**config.mk**
```make
export PLATFORM = sky130hd
export DESIGN_NAME = ddsm_cic_decimator
export DESIGN_NICKNAME = d
export VERILOG_FILES = /design/src/rtl/ddsm_rx_pkg.sv /design/src/rtl/ddsm_cic_integrator.sv /design/src/rtl/ddsm_cic_decimator.sv
export SDC_FILE = /design/constraint.sdc
export NUM_CORES = 1
export LEC_CHECK = 0
export CAP_MARGIN = 20
export CORE_MARGIN = 4
export CORE_UTILIZATION = 45
export CTS_CLUSTER_SIZE = 14
export DETAILED_ROUTE_END_ITERATION = 10
export GPL_TIMING_DRIVEN = 0
export PLACE_DENSITY_LB_ADDON = 0.25
export SYNTH_ARGS = -nofsm -noshare
export SYNTH_HDL_FRONTEND = slang
export SYNTH_HIERARCHICAL = 1
export SYNTH_SLANG_ARGS = --single-unit
export TNS_END_PERCENT = 20
```
**constraint.sdc**
```tcl
create_clock -name clk -period 7.9 [get_ports clk]
set_input_delay 1.58 -clock clk [delete_from_list [all_inputs] [get_ports clk]]
set_output_delay 1.58 -clock clk [all_outputs]
set_load 0.02 [all_outputs]
```
**src/rtl/ddsm_rx_pkg.sv**
```systemverilog
// ddsm_rx_pkg: shared constants and width helpers for the DDSM receive-side CIC decimator
package ddsm_rx_pkg;
   localparam int CIC_ORDER = 3;
   // Integrator/comb width: input width plus the bit growth of the order-3 DC gain R^3
   function automatic int acc_w(input int in_w, input int log2_r);
      return in_w + CIC_ORDER * log2_r;
   endfunction
   // Right shift that maps the R^3 gain onto the requested fractional bits
   function automatic int shift_w(input int log2_r, input int frac);
      return CIC_ORDER * log2_r - frac;
   endfunction
   function automatic bit params_ok(input int in_w, input int out_w, input int frac, input int log2_r);
      return (out_w >= in_w + frac) && (CIC_ORDER * log2_r >= frac);
   endfunction
endpackage

```
**src/rtl/ddsm_cic_integrator.sv**
```systemverilog
// ddsm_cic_integrator: enable-gated modulo-2^W accumulator (one CIC integrator stage)
//   clk, rst (async, active high), clr (sync clear), en (advance), d (addend), q (running sum)
module ddsm_cic_integrator #(
   parameter int W = 16
) (
   input  logic         clk,
   input  logic         rst,
   input  logic         clr,
   input  logic         en,
   input  logic [W-1:0] d,
   output logic [W-1:0] q
);
   // Wrap-around is intentional; the comb differences cancel it.
   always_ff @(posedge clk or posedge rst)
      if (rst) q <= '0;
      else if (clr) q <= '0;
      else if (en) q <= q + d;
endmodule

```
**src/rtl/ddsm_cic_decimator.sv**
```systemverilog
// ddsm_cic_decimator: order-3 CIC decimator rebuilding the Q3.9 word from a MASH 1-1-1 DDSM stream
//   clk, rst (async, active high), clr (sync clear)
//   in_valid/in_data: signed DDSM samples (-3..+4)
//   out_valid: one-cycle strobe per decimated result, out_data: signed result held between strobes
module ddsm_cic_decimator
   import ddsm_rx_pkg::*;
#(
   parameter int IN_WIDTH        = 4,
   parameter int OUT_WIDTH       = 13,
   parameter int fractional_bits = 9,
   parameter int LOG2_R          = 4
) (
   input  logic                 clk,
   input  logic                 rst,
   input  logic                 clr,
   input  logic                 in_valid,
   input  logic [IN_WIDTH-1:0]  in_data,
   output logic                 out_valid,
   output logic [OUT_WIDTH-1:0] out_data
);
   localparam int ACC_W = acc_w(IN_WIDTH, LOG2_R);
   localparam int SHIFT = shift_w(LOG2_R, fractional_bits);

   if (!params_ok(IN_WIDTH, OUT_WIDTH, fractional_bits, LOG2_R)) begin : g_bad_params
      $error("ddsm_cic_decimator: need OUT_WIDTH >= IN_WIDTH+fractional_bits and 3*LOG2_R >= fractional_bits");
   end

   logic [ACC_W-1:0] x, i1, i2, i3;
   logic [ACC_W-1:0] c1, c2, d1, d2, d3;
   logic signed [ACC_W-1:0] y;
   logic [LOG2_R-1:0] cnt;
   logic [1:0] wu;
   logic dec_stb, v1, v2;

   assign x = {{(ACC_W-IN_WIDTH){in_data[IN_WIDTH-1]}}, in_data};
   // Floor (arithmetic) shift of the final comb difference
   assign y = $signed(c2 - d3) >>> SHIFT;

   // Each stage adds the previous stage's registered value, forming a registered chain
   ddsm_cic_integrator #(.W(ACC_W)) u_int1 (.clk(clk), .rst(rst), .clr(clr), .en(in_valid), .d(x),  .q(i1));
   ddsm_cic_integrator #(.W(ACC_W)) u_int2 (.clk(clk), .rst(rst), .clr(clr), .en(in_valid), .d(i1), .q(i2));
   ddsm_cic_integrator #(.W(ACC_W)) u_int3 (.clk(clk), .rst(rst), .clr(clr), .en(in_valid), .d(i2), .q(i3));

   always_ff @(posedge clk or posedge rst)
      if (rst) begin
         cnt <= '0; dec_stb <= 1'b0; v1 <= 1'b0; v2 <= 1'b0; wu <= '0;
         c1 <= '0; c2 <= '0; d1 <= '0; d2 <= '0; d3 <= '0;
         out_valid <= 1'b0; out_data <= '0;
      end else if (clr) begin
         cnt <= '0; dec_stb <= 1'b0; v1 <= 1'b0; v2 <= 1'b0; wu <= '0;
         c1 <= '0; c2 <= '0; d1 <= '0; d2 <= '0; d3 <= '0;
         out_valid <= 1'b0; out_data <= '0;
      end else begin
         // R is a power of two, so the counter wraps at R-1 by itself
         if (in_valid) cnt <= cnt + LOG2_R'(1);
         dec_stb <= in_valid && (&cnt);
         v1 <= dec_stb;
         v2 <= v1;
         if (dec_stb) begin
            c1 <= i3 - d1;
            d1 <= i3;
         end
         if (v1) begin
            c2 <= c1 - d2;
            d2 <= c1;
         end
         // The first three results carry the comb start-up transient and stay unflagged
         out_valid <= v2 && (&wu);
         if (v2) begin
            out_data <= OUT_WIDTH'(y);
            d3 <= c2;
            if (!(&wu)) wu <= wu + 2'd1;
         end
      end
endmodule

```
# Yosys cells after proc, flatten, opt, wreduce, memory -nomap -nowiden
# Index checks and enable logic that the tools add are counted.
[totals]
inputBits = 8
ff_bits = 151
output_inout_bits = 14
[op_classes]
n_addsub = 8
n_mux = 27
eq_ne = 1
n_reduce_logical = 9
[ops]
columns = ["op", "count"]
rows = [
  ["$mux 16", 16],
  ["$add 16x16->16", 3],
  ["$sub 16x16->16", 3],
  ["$mux 13", 2],
  ["$mux 4", 2],
  ["$reduce_bool 2->1", 4],
  ["$mux 2", 3],
  ["$add 4x1->4 const B", 1],
  ["$mux 1", 4],
  ["$reduce_and 2->1", 2],
  ["$reduce_and 4->1", 1],
  ["$add 2x1->2 const B", 1],
  ["$logic_and 1x1->1", 2],
  ["$ne 2x2->1 const B", 1],
]

# Longest topological paths before layout
[depth]
word_depth = 4
depth_mapped = 10
ltp_nobuf = 10

# By module
# The synthesis kept the hierarchy.
[by_module_without_submodules]
columns = ["mod", "cells_each", "instances", "seq_area_each_um2", "area_each_um2"]
rows = [
  ["ddsm_cic_decimator", 661, 1, 2577.5, 6296.0],
  ["ddsm_cic_integrator", 167, 3, 400.4, 1398.8],
]

# Worst setup path before layout
# OpenSTA, ideal clock, no wires.
[synth_path]
kind = "in2reg"
startpoint = "in in_data[0]"
endpoint = "reg u_int1.q[12]"
required_ps = 7775
arrival_time_ps = 3265
stages = 9
setup_slack_ps = 4510
setup_ps = 125
cell_sequence = "ha_1 -> inv_1 -> fa_1 -> nor2b_1 -> o211ai_1 -> a31oi_1 -> nand4_1 -> o21ai_0 -> mux2_2"
[synth_between]
elab_chain_cells = 3
[synth_rtl]
columns = ["element", "line", "text"]
rows = [
  ["from (decl)", "ddsm_cic_decimator.sv:17", "input logic [IN_WIDTH-1:0] in_data,"],
  ["$add 16x16->16", "ddsm_cic_integrator.sv:17", "else if (en) q <= q + d;"],
  ["$mux 16", "ddsm_cic_integrator.sv:17", ""],
  ["$mux 16", "ddsm_cic_integrator.sv:16", "else if (clr) q <= '0;"],
  ["to (signal assigned)", "ddsm_cic_integrator.sv:17", ""],
  ["to (decl)", "ddsm_cic_integrator.sv:11", "output logic [W-1:0] q"],
]
# No other way between the ends. The select of a mux whose other input is x is not followed.
# A chain may end at the register's enable or synchronous reset.

# Final worst setup path
[layout_path]
startpoint = "in in_data[3]"
endpoint = "reg u_int1.q[15]"
# Same word-level chain as after synthesis.

==> metrics.md <==
| Metric | Value |
|---|---|
| Outcome | completed |
| PortBufs | 21 |
| GRT overflow | 0 |
| Post-Synth XOR/XNOR Area | 0.04758 |
| Area Growth Syn to Fin | 11.44% |
| Via count | around 8,400 |
| Number of antenna violations at the first check in global routing | 0 |
| Hold Path Class | reg2reg |
| Worst vdd ir | about 0.13 mV |
| Post-DP HPWL | about 18,000 µm |
| CTS H-tree depth | 4 |
| Post-synth top area cell | dfrtp_1 |
| Yosys reg bits | around 150 |
| Post-synthesis adder-cell area fraction | 0.1204 |
| Top-area cell type share of the netlist area | 0.3601 |
| GRT Total Usage | 0.1878 |
| YS warnings | 6 |
| Total CTS buffers | 17 |
| Syn_nets | ~1,300 |
| Post-synthesis cell type count | just under 70 |
| Tightest Pin Transition | roughly 1.0 ns |
| CTS tree | built |
| R2R Setup Slk | 5.24 ns |
| Max Clock Skew | between 0.01 and 0.015 ns |
| Hold_buf cts | 0 |
| CP required | about 8.3 ns |
| Synth Area in Simple Gates | 0.1591 |
| Via/cell ratio | around 5.5 |
| Setup TNS | 0 ns |
| Vias in the first global route | ~8,200 |
| Unrepaired setup endpoints after global routing | no |
| Crit path launch type | input port |
| Synthesized area | about 10,000 µm² |
| Clk Latency, worst-skew pair | approximately 0.43 ns |
| Final Power | roughly 2.0 mW |
| Post-CTS setup buffer count | 0 |
| First-pass GRT wire length | between 40,000 and 50,000 µm |
| Core area | 22,780 µm² |
| Routed WL per cell | between 15 and 20 µm |
| Post-synth EDFFs | 0 |
| DRT iter0 DRCs | between 400 and 500 |
| Final WL | roughly 24,000 µm |
| Final period util | 0.5005 |
| Syn Area/Cell | 9.030 µm² |
| Die Ht | approximately 160 µm |
| Hold Crit Depth | 2 |
| Gpl congestion | just under 0.9 |
| IO Pins | 22 |
| Root Driver | clkbuf_16 |
| Hold Crit Start | out_data[11] |
| Compound-cell area share of the yosys netlist | 0.1808 |
| Top cells by area, synth | dfrtp_1 36%, ha_1 11%, mux2i_1 7.6% |
| Reg clk slew, reported paths | approximately 0.070 ns |
| Max transition margin | 0.3137 |
| Pwr/cell area | between 150 and 200 nW/µm² |
| Pre-antenna DRT Iters | 5 |
| Static leakage | around 5.2 nW |
| Syn Inst Count | 1,162 |
| Synth async-reset ratio | 1.000 |
| Die area | around 26,000 µm² |
| CTS Buffer Depth | 2 |
| N_diodes | 0 |
| DRT antenna net count | 0 |
| Die Wd | about 160 µm |
| Largest family of logic cells by synthesized area | compound AO/OA/AOI/OAI gates |
| Initial Util | 0.4606 |
| Origin of the critical flop-to-flop path | u_int3/q[0] |
| Ys flop type | dfrtp_1 |
| Peak Freq | 252.9 MHz |
| Worst r2r path cells | 9 |
| R2R Path End | u_int3/q[12] |
| Crit path arrival time | around 4.3 ns |
| Hold Violations, Final | 0 |
| Layout cells sized above 1 | 0.05345 |
| Final #Nets | about 1,300 |
| Final setup viols | 0 |
| Post_cts resized | 0 |
| Worst Setup End Kind | register |
| Num Clock Sinks | approximately 150 |
| Mux share of post-synthesis cell area | 0.08168 |
| Final Max Slew Viols | 0 |
| Max Cap Viol | 0 |
| DRC | 0 |
| Min cycle time layout | about 4.0 ns |
| Seq/Total Area, Yosys | 0.3601 |
| CP Class | in2reg |
| Crit path max fanout | 13 |
| FP Rows | 55 |
| Hold-critical path endpoint | out_data[11] |
| Largest net degree at the start of global routing | 56 |
worst max path at each step:
stage	start	end	slack [ns]	cells after the start
final	in_data[3]	u_int1/q[15]	3.95	9
after CTS	in_data[3]	u_int1/q[15]	3.97	9
after detailed placement	clr	wu[0]	3.50	5
after global routing	in_data[3]	u_int1/q[15]	3.77	9
after floorplan	rst	c1[0]	3.62	1
after global placement	rst	wu[0]	1.94	2
metal layers:
metal  vias to the layer above  GRT usage  routed length [µm]
met3                        41    0.02643                 631
li1                       4249          -                   -
met5                         -          0                   0
met4                         0    0.07018                 531
met2                       147     0.3471               12260
met1                      3990     0.2207               10200
cells by family (layout without fill, tap and decap cells):
logic type / after synthesis / after routing
mux: 85 / 85
flops: 151 / 151
simple gates: 347 / 347
buf+inv: 131 / 185
compound gates: 293 / 293
xor+xnor: 57 / 57
fa+ha+maj: 98 / 98
cells in the final DEF, fill, tap and decap left out, types with 17 or more instances in the layout:
cell / synthesis / final
a211oi_1: 19 / 19
xor2_1: 20 / 20
nor2_1: 146 / 146
xnor2_1: 37 / 37
nand3_1: 23 / 23
ha_1: 93 / 93
a21oi_1: 86 / 86
inv_1: 86 / 85
clkdlybuf4s50_1: 0 / 21
mux2i_1: 80 / 80
clkbuf_16: 0 / 17
o21ai_0: 55 / 55
clkbuf_1: 26 / 27
nand2b_1: 27 / 27
dfrtp_1: 151 / 151
nand2_1: 69 / 69
power breakdown:
| group | total (mW) | switching (mW) | leakage, nW | internal, mW |
|---|---|---|---|---|
| Combinational | 0.427 | 0.252 | 2.83 | 0.175 |
| Sequential | 0.836 | 0.0349 | 2.09 | 0.801 |
| Clock | 0.786 | 0.345 | 0.270 | 0.441 |
through the flow:
| step | cell area [µm²] | hold slack (ns) | worst slack [ns] | utilization | instances |
|---|---|---|---|---|---|
| after global placement | 11090 | 0.4626 | 1.938 | 0.4871 | 1496 |
| final | 11690 | 0.4772 | 3.946 | 0.5133 | 1529 |
| after floorplan | 10490 | 0.4775 | 3.616 | - | 1162 |
| after detailed placement | 11120 | 0.4699 | 3.497 | 0.4884 | 1497 |
| after CTS | 11690 | 0.4846 | 3.973 | 0.5133 | 1529 |
| after global routing | 11690 | 0.5079 | 3.767 | 0.5133 | 1529 |
cell type report:
class	count	area (µm²)
Fill cell	2078	11090
Multi-Input combinational cell	880	6186
Sequential cell	151	3779
Clock buffer	18	429.2
Tap cell	313	391.6
Inverter	86	325.3
Timing Repair Buffer	22	237.7
Buffer	45	205.2
Clock inverter	14	138.9
worst max-delay path: stages:
cell,delay [ns]
clkdlybuf4s50_1,0.71
ha_1,0.45
clkbuf_2,0.18
nand4_2,0.15
nor4_1,0.29
o21ai_1,0.13
and4_4,0.21
or4_1,0.46
a21oi_1,0.14
sequential cells by signal, summed over array words and instances, names as in the netlist, 4 cells and up:
register / flops
u_int3/q: 16
d1: 16
d3: 16
cnt: 4
c1: 16
c2: 16
d2: 16
u_int2/q: 16
u_int1/q: 16
out_data: 13
synthesized netlist by cell type, types with 6 or more instances:
master and count:
a211o_1 6, a211oi_1 19, a21o_1 16, a21oi_1 86, a31oi_1 14, buf_1 11
clkbuf_1 26, dfrtp_1 151, ha_1 93, inv_1 86, mux2i_1 80, nand2_1 69
nand2b_1 27, nand3_1 23, nand3b_1 6, nand4_1 13, nor2_1 146, nor2b_1 14
nor3_1 9, nor4_1 6, o2111ai_1 9, o211ai_1 11, o21a_1 16, o21ai_0 55
o21bai_1 8, o22ai_1 8, xnor2_1 37, xor2_1 20
Power figures use the tool's default switching activity.
